$ cat config.mk
export PLATFORM = sky130hd
export DESIGN_NAME = instr_fetch_ctrl_flat
export DESIGN_NICKNAME = d
export VERILOG_FILES = /design/src/rtl/instr_fetch_ctrl_pkg.sv /design/src/rtl/instr_fetch_ctrl_if.sv /design/src/rtl/instr_fetch_ctrl_fetch_fifo.sv /design/src/rtl/instr_fetch_ctrl.sv /design/src/flat_wrapper.sv
export SDC_FILE = /design/constraint.sdc
export NUM_CORES = 1
export LEC_CHECK = 0
export BUFFER_PORTS_ARGS = -buffer_cell sky130_fd_sc_hd__clkbuf_2
export CAP_MARGIN = 20
export CORE_ASPECT_RATIO = 0.6
export CORE_MARGIN = 2
export CORE_UTILIZATION = 30
export DETAILED_ROUTE_END_ITERATION = 8
export PLACE_DENSITY = 0.56
export SLEW_MARGIN = 20
export SYNTH_ARGS = -nofsm -noshare
export SYNTH_HDL_FRONTEND = slang
export SYNTH_SLANG_ARGS = --single-unit
$ cat constraint.sdc
create_clock -name clk -period 3.5 [get_ports clk]
set_clock_uncertainty 0.2 [all_clocks]
set_input_delay 0.175 -clock clk [delete_from_list [all_inputs] [get_ports clk]]
set_output_delay 0.175 -clock clk [all_outputs]
set_load 0.005 [all_outputs]
$ cat src/rtl/instr_fetch_ctrl_pkg.sv
// Shared types and helpers for the instruction fetch sequencer.
// Holds the fetch/align state encodings, the instruction and halfword widths,
// and the compressed-instruction test used by the alignment logic.
package riviera_fetch_pkg;

  localparam int ILEN = 32;
  localparam int HLEN = 16;

  typedef enum logic [0:0] {
    F_IDLE = 1'b0,
    F_REQ  = 1'b1
  } fetch_state_e;

  typedef enum logic [0:0] {
    ALIGNED = 1'b0,
    UPPER   = 1'b1
  } align_state_e;

  // A halfword starts a 16-bit instruction unless its two low bits are 11.
  function automatic logic is_compr(input logic [HLEN-1:0] half);
    return (half[1:0] != 2'b11);
  endfunction

endpackage

$ cat src/rtl/instr_fetch_ctrl_if.sv
// Bus bundle of the fetch sequencer: instruction memory request/response,
// redirect input and the decode-side valid/ready instruction port.
// master = fetch sequencer, slave = memory/decode environment.
interface instr_fetch_ctrl_if;
  import riviera_fetch_pkg::*;

  logic            o_imem_req;
  logic [ILEN-1:0] o_imem_addr;
  logic            i_imem_gnt;
  logic            i_imem_rvalid;
  logic [ILEN-1:0] i_imem_rdata;
  logic            i_redirect;
  logic [ILEN-1:0] i_redirect_pc;
  logic            o_instr_valid;
  logic            i_instr_ready;
  logic [ILEN-1:0] o_instr;
  logic [ILEN-1:0] o_pc;
  logic            o_compr;

  modport master (
    output o_imem_req, o_imem_addr,
    input  i_imem_gnt, i_imem_rvalid, i_imem_rdata,
    input  i_redirect, i_redirect_pc,
    output o_instr_valid, o_instr, o_pc, o_compr,
    input  i_instr_ready
  );

  modport slave (
    input  o_imem_req, o_imem_addr,
    output i_imem_gnt, i_imem_rvalid, i_imem_rdata,
    output i_redirect, i_redirect_pc,
    input  o_instr_valid, o_instr, o_pc, o_compr,
    output i_instr_ready
  );

endinterface

$ cat src/rtl/instr_fetch_ctrl_fetch_fifo.sv
// Prefetch word buffer: synchronous FIFO with flush and a two-entry peek
// (head and the entry behind it) so a 32-bit instruction straddling two
// words can be assembled without popping first.
module fetch_fifo #(
  parameter  int DEPTH = 2,
  parameter  int WIDTH = 32,
  localparam int CW    = $clog2(DEPTH + 1)
) (
  input  logic             clk,
  input  logic             rst_n,
  input  logic             flush_i,
  input  logic             push_i,
  input  logic [WIDTH-1:0] wdata_i,
  input  logic             pop_i,
  output logic [WIDTH-1:0] head_o,
  output logic [WIDTH-1:0] next_o,
  output logic [CW-1:0]    count_o
);

  localparam int PW = $clog2(DEPTH);

  logic [WIDTH-1:0] mem_q [DEPTH];
  logic [WIDTH-1:0] mem_d [DEPTH];
  logic [PW-1:0]    rd_q, rd_d, wr_q, wr_d;
  logic [CW-1:0]    count_q, count_d;

  function automatic logic [PW-1:0] ptr_inc(input logic [PW-1:0] p);
    if (p == PW'(DEPTH - 1)) begin
      return '0;
    end else begin
      return p + PW'(1);
    end
  endfunction

  // Next pointers/contents: flush wins, otherwise independent push and pop.
  always_comb begin
    mem_d   = mem_q;
    rd_d    = rd_q;
    wr_d    = wr_q;
    count_d = count_q;
    if (flush_i) begin
      rd_d    = '0;
      wr_d    = '0;
      count_d = '0;
    end else begin
      if (push_i) begin
        mem_d[wr_q] = wdata_i;
        wr_d        = ptr_inc(wr_q);
      end else begin
        wr_d = wr_q;
      end
      if (pop_i) begin
        rd_d = ptr_inc(rd_q);
      end else begin
        rd_d = rd_q;
      end
      count_d = count_q + CW'(push_i) - CW'(pop_i);
    end
  end

  // Storage and pointer registers.
  always_ff @(posedge clk or negedge rst_n) begin
    if (!rst_n) begin
      for (int i = 0; i < DEPTH; i++) begin
        mem_q[i] <= '0;
      end
      rd_q    <= '0;
      wr_q    <= '0;
      count_q <= '0;
    end else begin
      mem_q   <= mem_d;
      rd_q    <= rd_d;
      wr_q    <= wr_d;
      count_q <= count_d;
    end
  end

  assign head_o  = mem_q[rd_q];
  assign next_o  = mem_q[ptr_inc(rd_q)];
  assign count_o = count_q;

endmodule

$ cat src/rtl/instr_fetch_ctrl.sv
// Fetch sequencer in front of decode. Issues word-aligned requests under a
// credit scheme (buffer space minus requests in flight), buffers returned
// words, and hands out one instruction per valid/ready handshake.
// Redirects flush the buffer and turn every in-flight response into a drop.
// Build option COMPRESSED_EN: when defined, 16-bit instructions are
// recognised and realigned across word boundaries; otherwise every buffered
// word is one 32-bit instruction and redirect targets are word aligned.
module instr_fetch_ctrl
  import riviera_fetch_pkg::*;
#(
  parameter logic [ILEN-1:0] BOOT_ADDR  = 32'h0000_0080,
  parameter int              FIFO_DEPTH = 2
) (
  input logic                clk,
  input logic                rst_n,
  instr_fetch_ctrl_if.master bus
);

  localparam int CW = $clog2(FIFO_DEPTH + 1);
  localparam int UW = CW + 2;
  localparam logic [ILEN-1:0] BOOT_WORD = {BOOT_ADDR[ILEN-1:2], 2'b00};

  fetch_state_e    fstate_q, fstate_d;
  logic [ILEN-1:0] addr_q, addr_d;
  logic [CW-1:0]   out_q, out_d;     // granted, response still to come
  logic [CW-1:0]   disc_q, disc_d;   // responses still to come that are stale
  logic [ILEN-1:0] pc_q, pc_d;

  logic            req_s, gnt_acc_s, drop_s, push_s, pop_s, credit_ok_s;
  logic [CW-1:0]   fifo_cnt_s, fifo_cnt_d;
  logic [UW-1:0]   used_d;
  logic [ILEN-1:0] head_s, next_s, instr_s;
  logic            valid_s, compr_s, fire_s;
  logic            unused_bits_s;

  fetch_fifo #(.DEPTH(FIFO_DEPTH), .WIDTH(ILEN)) u_fifo (
    .clk     (clk),
    .rst_n   (rst_n),
    .flush_i (bus.i_redirect),
    .push_i  (push_s),
    .wdata_i (bus.i_imem_rdata),
    .pop_i   (pop_s),
    .head_o  (head_s),
    .next_o  (next_s),
    .count_o (fifo_cnt_s)
  );

  assign req_s     = (fstate_q == F_REQ);
  assign gnt_acc_s = req_s & bus.i_imem_gnt;
  assign drop_s    = bus.i_imem_rvalid & (disc_q != '0);

  // Fetch FSM next state: address advance, in-flight/discard bookkeeping and
  // the credit test that decides whether to keep requesting next cycle.
  always_comb begin
    addr_d   = addr_q;
    out_d    = out_q;
    disc_d   = disc_q;
    push_s   = 1'b0;
    fstate_d = fstate_q;
    if (bus.i_redirect) begin
      // Everything in flight (including a grant or response this cycle) is stale.
      addr_d     = {bus.i_redirect_pc[ILEN-1:2], 2'b00};
      out_d      = '0;
      disc_d     = disc_q + out_q + CW'(gnt_acc_s) - CW'(bus.i_imem_rvalid);
      fifo_cnt_d = '0;
    end else begin
      addr_d     = gnt_acc_s ? (addr_q + 32'd4) : addr_q;
      push_s     = bus.i_imem_rvalid & ~drop_s;
      out_d      = out_q + CW'(gnt_acc_s) - CW'(push_s);
      disc_d     = disc_q - CW'(drop_s);
      fifo_cnt_d = fifo_cnt_s + CW'(push_s) - CW'(pop_s);
    end
    used_d      = UW'(fifo_cnt_d) + UW'(out_d) + UW'(disc_d);
    credit_ok_s = (used_d < UW'(FIFO_DEPTH));
    case (fstate_q)
      F_IDLE:  fstate_d = credit_ok_s ? F_REQ : F_IDLE;
      F_REQ:   fstate_d = credit_ok_s ? F_REQ : F_IDLE;
      default: fstate_d = F_IDLE;
    endcase
  end

  // Fetch FSM and request bookkeeping registers.
  always_ff @(posedge clk or negedge rst_n) begin
    if (!rst_n) begin
      fstate_q <= F_IDLE;
      addr_q   <= BOOT_WORD;
      out_q    <= '0;
      disc_q   <= '0;
    end else begin
      fstate_q <= fstate_d;
      addr_q   <= addr_d;
      out_q    <= out_d;
      disc_q   <= disc_d;
    end
  end

`ifdef COMPRESSED_EN
  align_state_e    align_q, align_d;
  logic [HLEN-1:0] half_s;

  // Align FSM: pick the halfword at pc, build the instruction, advance on accept.
  always_comb begin
    pc_d    = pc_q;
    align_d = align_q;
    pop_s   = 1'b0;
    valid_s = 1'b0;
    instr_s = '0;
    half_s  = (align_q == UPPER) ? head_s[31:16] : head_s[15:0];
    compr_s = is_compr(half_s);
    case (align_q)
      ALIGNED: begin
        valid_s = (fifo_cnt_s >= CW'(1));
        instr_s = compr_s ? {16'h0000, half_s} : head_s;
      end
      UPPER: begin
        if (compr_s) begin
          valid_s = (fifo_cnt_s >= CW'(1));
          instr_s = {16'h0000, half_s};
        end else begin
          valid_s = (fifo_cnt_s >= CW'(2));
          instr_s = {next_s[15:0], head_s[31:16]};
        end
      end
      default: begin
        valid_s = 1'b0;
        instr_s = '0;
      end
    endcase
    fire_s = valid_s & bus.i_instr_ready;
    if (bus.i_redirect) begin
      pc_d    = bus.i_redirect_pc;
      align_d = bus.i_redirect_pc[1] ? UPPER : ALIGNED;
    end else if (fire_s) begin
      case (align_q)
        ALIGNED: begin
          if (compr_s) begin
            pc_d    = pc_q + 32'd2;
            align_d = UPPER;
          end else begin
            pc_d  = pc_q + 32'd4;
            pop_s = 1'b1;
          end
        end
        UPPER: begin
          pop_s = 1'b1;
          if (compr_s) begin
            pc_d    = pc_q + 32'd2;
            align_d = ALIGNED;
          end else begin
            pc_d = pc_q + 32'd4;
          end
        end
        default: begin
          pc_d    = pc_q;
          align_d = ALIGNED;
        end
      endcase
    end else begin
      pc_d    = pc_q;
      align_d = align_q;
    end
  end

  // Align state register.
  always_ff @(posedge clk or negedge rst_n) begin
    if (!rst_n) begin
      align_q <= ALIGNED;
    end else begin
      align_q <= align_d;
    end
  end

  // Only the low half of the second word is ever spliced into an instruction.
  assign unused_bits_s = ^next_s[31:16];
`else
  // Word-per-instruction issue: head word is the instruction, advance by 4.
  always_comb begin
    pc_d    = pc_q;
    pop_s   = 1'b0;
    valid_s = (fifo_cnt_s >= CW'(1));
    instr_s = head_s;
    compr_s = 1'b0;
    fire_s  = valid_s & bus.i_instr_ready;
    if (bus.i_redirect) begin
      pc_d = {bus.i_redirect_pc[ILEN-1:2], 2'b00};
    end else if (fire_s) begin
      pc_d  = pc_q + 32'd4;
      pop_s = 1'b1;
    end else begin
      pc_d = pc_q;
    end
  end

  // No straddling in this build: the peeked word and halfword offset go unused.
  assign unused_bits_s = ^{next_s, bus.i_redirect_pc[1:0]};
`endif

  // Program counter register.
  always_ff @(posedge clk or negedge rst_n) begin
    if (!rst_n) begin
      pc_q <= BOOT_ADDR;
    end else begin
      pc_q <= pc_d;
    end
  end

  assign bus.o_imem_req    = req_s;
  assign bus.o_imem_addr   = addr_q;
  assign bus.o_instr_valid = valid_s;
  assign bus.o_instr       = valid_s ? instr_s : '0;
  assign bus.o_pc          = pc_q;
  assign bus.o_compr       = valid_s & compr_s;

endmodule
$ cat src/flat_wrapper.sv
// flat-port wrapper written by rule: the top's interface ports become plain ports
module instr_fetch_ctrl_flat import riviera_fetch_pkg::*;
#(
  parameter logic [ILEN-1:0] BOOT_ADDR  = 32'h0000_0080,
  parameter int              FIFO_DEPTH = 2
)
  (clk, rst_n, bus_o_imem_req, bus_o_imem_addr, bus_i_imem_gnt, bus_i_imem_rvalid, bus_i_imem_rdata, bus_i_redirect, bus_i_redirect_pc, bus_o_instr_valid, bus_o_instr, bus_o_pc, bus_o_compr, bus_i_instr_ready);
  instr_fetch_ctrl_if bus_i ();
  input logic clk;
  input logic rst_n;
  output wire logic [$bits(bus_i.o_imem_req)-1:0] bus_o_imem_req;
  output wire logic [$bits(bus_i.o_imem_addr)-1:0] bus_o_imem_addr;
  input wire logic [$bits(bus_i.i_imem_gnt)-1:0] bus_i_imem_gnt;
  input wire logic [$bits(bus_i.i_imem_rvalid)-1:0] bus_i_imem_rvalid;
  input wire logic [$bits(bus_i.i_imem_rdata)-1:0] bus_i_imem_rdata;
  input wire logic [$bits(bus_i.i_redirect)-1:0] bus_i_redirect;
  input wire logic [$bits(bus_i.i_redirect_pc)-1:0] bus_i_redirect_pc;
  output wire logic [$bits(bus_i.o_instr_valid)-1:0] bus_o_instr_valid;
  output wire logic [$bits(bus_i.o_instr)-1:0] bus_o_instr;
  output wire logic [$bits(bus_i.o_pc)-1:0] bus_o_pc;
  output wire logic [$bits(bus_i.o_compr)-1:0] bus_o_compr;
  input wire logic [$bits(bus_i.i_instr_ready)-1:0] bus_i_instr_ready;
  assign bus_o_imem_req = bus_i.o_imem_req;
  assign bus_o_imem_addr = bus_i.o_imem_addr;
  assign bus_i.i_imem_gnt = bus_i_imem_gnt;
  assign bus_i.i_imem_rvalid = bus_i_imem_rvalid;
  assign bus_i.i_imem_rdata = bus_i_imem_rdata;
  assign bus_i.i_redirect = bus_i_redirect;
  assign bus_i.i_redirect_pc = bus_i_redirect_pc;
  assign bus_o_instr_valid = bus_i.o_instr_valid;
  assign bus_o_instr = bus_i.o_instr;
  assign bus_o_pc = bus_i.o_pc;
  assign bus_o_compr = bus_i.o_compr;
  assign bus_i.i_instr_ready = bus_i_instr_ready;
  instr_fetch_ctrl #(.BOOT_ADDR(BOOT_ADDR), .FIFO_DEPTH(FIFO_DEPTH)) u_core (.clk(clk), .rst_n(rst_n), .bus(bus_i));
endmodule
; Word-level counts from Yosys, hierarchy flattened
; Cells that the tools add are included.
[totals]
output_inout_bits = 99
word_cells = 71
input_bits = 70
regBits = 137
[op_classes]
n_reduce_logical = 7
n_lt_le_gt_ge = 5
n_mux = 25
addsub = 16
bitwise_logic = 8
[op_table]
columns = operator, count
row1 = 32-bit two-way mux, 9
row2 = "32-bit by 3-bit adder with 32-bit output, second input constant", 2
row3 = 64-bit bitwise mux, 1
row4 = 32-bit demux with 1-bit select, 1
row5 = 1-bit two-way mux, 10
row6 = 2-bit nonzero test, 5
row7 = 2-bit by 1-bit subtractor with 2-bit output, 5
row8 = 2-bit by 1-bit adder with 2-bit output, 4
row9 = 2-bit two-way mux, 4
row10 = 4-bit by 2-bit adder with 4-bit output, 1
row11 = 1-bit AND, 4
row12 = "2-bit >= comparator, second input constant", 2
row13 = "4-bit by 2-bit < comparator with 1-bit output, second input constant", 1
row14 = 1-bit NOT with 2-bit output, 2
row15 = 2-bit by 2-bit adder with 3-bit output, 1
row16 = "1-bit adder, second input constant", 2
row17 = 2-bit adder, 1
row18 = "2-bit by 1-bit >= comparator with 1-bit output, second input constant", 1
row19 = "2-bit by 1-bit < comparator with 1-bit output, second input constant", 1
row20 = 1-bit NOT, 2
row21 = 2-bit AND reduction, 1
row22 = 1-bit logical AND, 1

; Longest topological paths before layout
[logic_depth]
ltp_word = 11
ltp_mapped = 15
ltp_nobuf = 13

; Hierarchy
; A second synthesis with hierarchy kept.
[unflattened]
hier_cells = 692
hier_area_um2 = 7644.8
[modules_own_cells]
columns = module, cells_per_inst, n_inst, seq_area_each_um2, area_per_inst_um2
row1 = instr_fetch_ctrl, 470, 1, 1629.1, 4269.1
row2 = fetch_fifo, 222, 1, 1701.6, 3375.7

; Worst setup path after synthesis
; Ideal clock, no wire load.
[synth_path]
path_kind = input-to-reg
startpoint = input bus_i_redirect
endpoint = register u_core.fstate_q (netlist: u_core.bus.o_imem_req)
slack_ns = -0.172
t_arrival_ns = 3.388
setup_time_ns = 0.084
cell_stages = 13
n_path_buf = 2
t_required_ns = 3.216
path_cell_list = inv_1 > clkbuf_1 > clkbuf_1 > nand2_1 > xnor2_1 > ha_1 > xnor3_1 > or2_2 > fa_1 > fa_1 > or3_1 > a31o_2 > a21boi_0
[synth_between]
elab_chain_cells = 7
elab_cells_between_ends = 9
cone_classes = add/sub (3) / order compare (1) / mux (5)
[synth_rtl]
columns = item, line_no
row1 = "start, declared", flat_wrapper.sv:16  ; input wire logic [$bits(bus_i.i_redirect)-1:0] bus_i_redirect;
row2 = 1-bit two-way mux, instr_fetch_ctrl.sv:184  ; if (bus.i_redirect) begin
row3 = 2-bit by 1-bit subtractor with 2-bit output, instr_fetch_ctrl.sv:71  ; fifo_cnt_d = fifo_cnt_s + CW'(push_s) - CW'(pop_s);
row4 = 2-bit two-way mux, instr_fetch_ctrl.sv:60  ; if (bus.i_redirect) begin
row5 = 2-bit by 2-bit adder with 3-bit output, instr_fetch_ctrl.sv:73  ; used_d = UW'(fifo_cnt_d) + UW'(out_d) + UW'(disc_d);
row6 = 4-bit by 2-bit adder with 4-bit output (*), instr_fetch_ctrl.sv:73
row7 = 4-bit by 2-bit < comparator with 1-bit output (*), instr_fetch_ctrl.sv:74  ; credit_ok_s = (used_d < UW'(FIFO_DEPTH));
row8 = 1-bit two-way mux (*), "instr_fetch_ctrl.sv:76, instr_fetch_ctrl.sv:77"
row9 = net u_core.fstate_d, instr_fetch_ctrl.sv:23  ; fetch_state_e fstate_q, fstate_d;
row10 = "end signal, assigned", instr_fetch_ctrl.sv:90  ; fstate_q <= fstate_d;
row11 = "end, declared", instr_fetch_ctrl.sv:23
; Mark *: on every way through the listed nets, which the timed path passes. The rest lies on a longest branch.
; A chain may end at the register's enable or synchronous reset.

; Worst setup path after layout
[layout_path]
startpoint = register u_core.disc_q[1]
endpoint = register u_core.fstate_q (netlist: u_core.bus.o_imem_req)
[layout_between]
elab_cells_between_ends = 18
cone_classes = add/sub (9) / order compare (1) / mux (4) / bitwise (3) / reduce/logical (1)
[layout_lines]
columns = item, line_no
row1 = "start, declared", instr_fetch_ctrl.sv:26  ; logic [CW-1:0] disc_q, disc_d;
row2 = "start signal, assigned", instr_fetch_ctrl.sv:93  ; disc_q <= disc_d;
row3 = 2-bit nonzero test, instr_fetch_ctrl.sv:50  ; assign drop_s = bus.i_imem_rvalid & (disc_q != '0);
row4 = 1-bit AND, instr_fetch_ctrl.sv:50
row5 = 1-bit NOT, instr_fetch_ctrl.sv:68  ; push_s = bus.i_imem_rvalid & ~drop_s;
row6 = 1-bit AND, instr_fetch_ctrl.sv:68
row7 = 2-bit by 1-bit subtractor with 2-bit output, instr_fetch_ctrl.sv:69  ; out_d = out_q + CW'(gnt_acc_s) - CW'(push_s);
row8 = 2-bit two-way mux, instr_fetch_ctrl.sv:60
row9 = net u_core.out_d[0], instr_fetch_ctrl.sv:25  ; logic [CW-1:0] out_q, out_d;
row10 = 2-bit by 2-bit adder with 3-bit output, instr_fetch_ctrl.sv:73
row11 = 4-bit by 2-bit adder with 4-bit output, instr_fetch_ctrl.sv:73
row12 = 4-bit by 2-bit < comparator with 1-bit output, instr_fetch_ctrl.sv:74
row13 = 1-bit two-way mux, "instr_fetch_ctrl.sv:76, instr_fetch_ctrl.sv:77"
row14 = net u_core.fstate_d, instr_fetch_ctrl.sv:23
; The timed path passes the listed nets, and every way through them passes these cells.

==> impl_metrics.json <==
{
  "status": "finished, final reports clean",
  "yosys.area.top_type": "dfrtp_1",
  "seq_area_mm2": 0.00333,
  "nNetsFinal": 972,
  "drive_above_1_share_pct": 36.3,
  "cts_tree": "yes",
  "core-area_mm2": 0.0233,
  "ios": 169,
  "reg2regPathDepth": 12,
  "cts-root-buf": "clkbuf_16",
  "max_freq_mhz": 296,
  "setup_viol": 0,
  "r2r_slack_ns": 0.12,
  "drc": 0,
  "synth-seq-cells": 133,
  "drt_iter0_markers": 307,
  "synth_top_area_share_pct": 45.7,
  "slew_violations": 0,
  "worst_ir_drop_vdd_v": 0.000482,
  "avgSynthCellArea_um2": 10.9,
  "finalCritPeriodShare_pct": 96.6,
  "synth-edff-count": 0,
  "crit_required_ns": 3.65,
  "placementRows": 43,
  "die_x_um": 204,
  "post_drt_via_cell_ratio": 4.91,
  "critical_path_peak_fanout": 2,
  "power.leakage_nw": 4.30,
  "syn2layout_area_growth_pct": 36.1,
  "synth_ff_type": "dfrtp_1",
  "critPathCaptureType": "flop",
  "die_h_um": 124,
  "crit_arrival_ns": 3.53,
  "synth_common_cells": "dfrtp_1 (131), mux2_2 (85), nor2_1 (66)",
  "fin_crit_ns": 3.38,
  "cts_sinks": 133,
  "diodes": 0,
  "whs_endpoint": "u_core.bus.o_imem_addr[30]$_DFFE_PN0N_",
  "crit_type": "reg -> reg",
  "yosys-top-cells-area": "dfrtp_1 (46%), mux2_2 (13%), mux2i_1 (4.9%)",
  "power_density_mw_per_mm2": 649,
  "yosysMostFrequentCell": "dfrtp_1",
  "clock_path_buffers": 2,
  "synthCells": 656,
  "async_flop_share_pct": 100,
  "slew_headroom_pct": 40.6,
  "min_path_cells": 3,
  "start_kind": "flop",
  "drt_wl_total_um": 20500,
  "track_usage_pct": 16.8,
  "clk_pin_slew_worst_paths_ns": 0.06,
  "dp_hpwl_um": 14300,
  "r2r_end": "u_core.bus.o_imem_req$_DFF_PN0_",
  "r2r_start": "u_core.disc_q[1]$_DFF_PN0_",
  "netlist-cell-type-count": 50,
  "cp_slowest_cell": "fa_2",
  "fillers": 2256,
  "portBuffers": 161,
  "rsz0062_at_grt": "yes",
  "hold_start": "bus_i_redirect_pc[30]",
  "clk_latency_ns": 0.43,
  "vias": 5976,
  "postRouteAntennaNets": 0,
  "wl_per_cell_um": 16.9,
  "dr.pass1.iters": 4,
  "start_util_pct": 30.8,
  "htreeDepth": 4,
  "ys_seq_area_share_pct": 46.4,
  "total_power_mw": 6.34,
  "multi_input_area_mm2": 0.00373,
  "numCtsBuffers": 17,
  "synth_warnings": 0,
  "min_path_type": "in -> reg",
  "maxCapViolCount": 0,
  "grt_pass1_vias": 5836,
  "grt_max_degree": 72,
  "path_cells": "nor3b_4 > ha_1 > inv_2 > ha_4 > nor2b_4 > ha_4 > inv_4 > fa_2 > fa_2 > or3_1 > a31o_2 > a21boi_1",
  "hold_viol_final": 0,
  "worstMarginPinSlew_ns": 0.884,
  "antenna_found_initial": 0,
  "grt_first_pass_wirelength_um": 32300,
  "setup-tns-final_ns": 0,
  "die_area_mm2": 0.0252,
  "cpPeakStageDelay_ns": 0.46,
  "grt_overflow": 0,
  "synth_area_mm2": 0.00717,
  "gp_congestion": 0.794
}
[how the worst max path moves through the flow]
stage	startpoint	end	slack [ns]	depth (start not counted)
finish	u_core.disc_q[1]$_DFF_PN0_	u_core.bus.o_imem_req$_DFF_PN0_	0.12	12
detailed placement	u_core.disc_q[1]$_DFF_PN0_	u_core.bus.o_imem_req$_DFF_PN0_	-0.02	12
CTS	u_core.disc_q[0]$_DFF_PN0_	u_core.bus.o_imem_req$_DFF_PN0_	0.007	11
global placement	u_core.disc_q[1]$_DFF_PN0_	u_core.bus.o_imem_req$_DFF_PN0_	0.03	12
floorplan	u_core.disc_q[1]$_DFF_PN0_	u_core.bus.o_imem_req$_DFF_PN0_	0.03	12
global route	u_core.disc_q[1]$_DFF_PN0_	u_core.bus.o_imem_req$_DFF_PN0_	-0.01	12
[per-stage QoR]
step           cells  area (µm²)  worst slack (ns)  hold slack (ns)  util, %
5_1_grt         1217        9760           -0.0150           0.0747     41.9
4_1_cts         1214        9650           0.00717         0.000766     41.4
3_5_place_dp    1118        8410           -0.0156           0.0497     36.1
3_3_place_gp    1118        8410            0.0273           0.0480     36.1
2_1_floorplan    660        7200            0.0320           -0.321        -
6_report        1217        9760             0.120           0.0136     41.9
[power by group]
group / switching (mW) / leakage [nW] / internal, mW / total (mW)
sequential: 0.354 / 1.60 / 1.98 / 2.34
clock: 0.746 / 0.281 / 1.13 / 1.88
combinational: 0.981 / 2.41 / 1.14 / 2.12
[sequential cells by signal, summed over array words and instances (netlist names)]
register / count
u_core.bus.o_pc: 30
u_core.u_fifo.count_o: 2
u_core.out_q: 2
u_core.u_fifo.mem_q: 64
u_core.u_fifo.wr_q: 1
u_core.bus.o_imem_addr: 30
u_core.bus.o_imem_req: 1
u_core.u_fifo.rd_q: 1
u_core.disc_q: 2
[cell type report]
class / instances / share of cell area [%]
inverters: 17 / 0.679
flip-flops and latches: 133 / 34.1
well taps: 315 / 4.04
multi-input cells: 473 / 38.2
repair buffers: 247 / 16.7
clock inverters: 13 / 1.77
clock buffers: 19 / 4.44
[cell usage in the layout (no fill, tap or decap), drive strengths merged, types with 3 or more instances in the layout]
master and n:
and2 4, a31oi 6, xnor2 24, dlygate4sd3 62, nor4 15, nand4 17, o21a 3, fa 3
or4 5, inv 21, mux2i 35, bufinv 3, a21oi 5, xor2 9, conb 5, and4 23
a311oi 15, o21ai 7, o31ai 3, and3 11, a211oi 16, nand3 17, mux2 85, buf 25
nor2 66, nor3b 5, clkinvlp 4, or3 4, nand2 25, nor2b 14, dfrtp 131, clkbuf 179
ha 10, nor3 29
[critical path: cells and delay by family, from the launching register on]
| kind | cells | cell delay [ns] |
|---|---|---|
| adder cells (fa/ha/maj) | 5 | 1.49 |
| flip-flops | 1 | 0.41 |
| AO/OA/AOI/OAI | 2 | 0.36 |
| buffers and inverters | 2 | 0.11 |
| AND/OR/NAND/NOR | 3 | 0.73 |
[cell families after synthesis]
logic type | after synthesis | synth area share (%)
mux | 120 | 18.2
other cells | 1 | 0.0523
simple gates | 238 | 18.4
buf+inv | 54 | 3.21
fa+ha+maj | 13 | 2.58
compound gates | 62 | 6.44
xor+xnor | 35 | 4.66
flops | 133 | 46.4
[layer usage]
layer / wire length [µm] / GRT usage [%] / up-vias
met3: 1450 / 4.40 / 11
met4: 197 / 4.65 / 0
met1: 10300 / 24.9 / 2935
li1: - / - / 2876
met2: 8620 / 23.9 / 154
met5: 0 / 0 / -
[what timing repair did]
action                                  4_1_cts  5_1_grt
hold buffers                                 62        0
pin swaps                                     3       11
resized for setup                             3       17
endpoints found under the hold margin       187        0
endpoints found under the setup margin        1        1
setup buffers                                 2        3
Power figures use the tool's default switching activity.
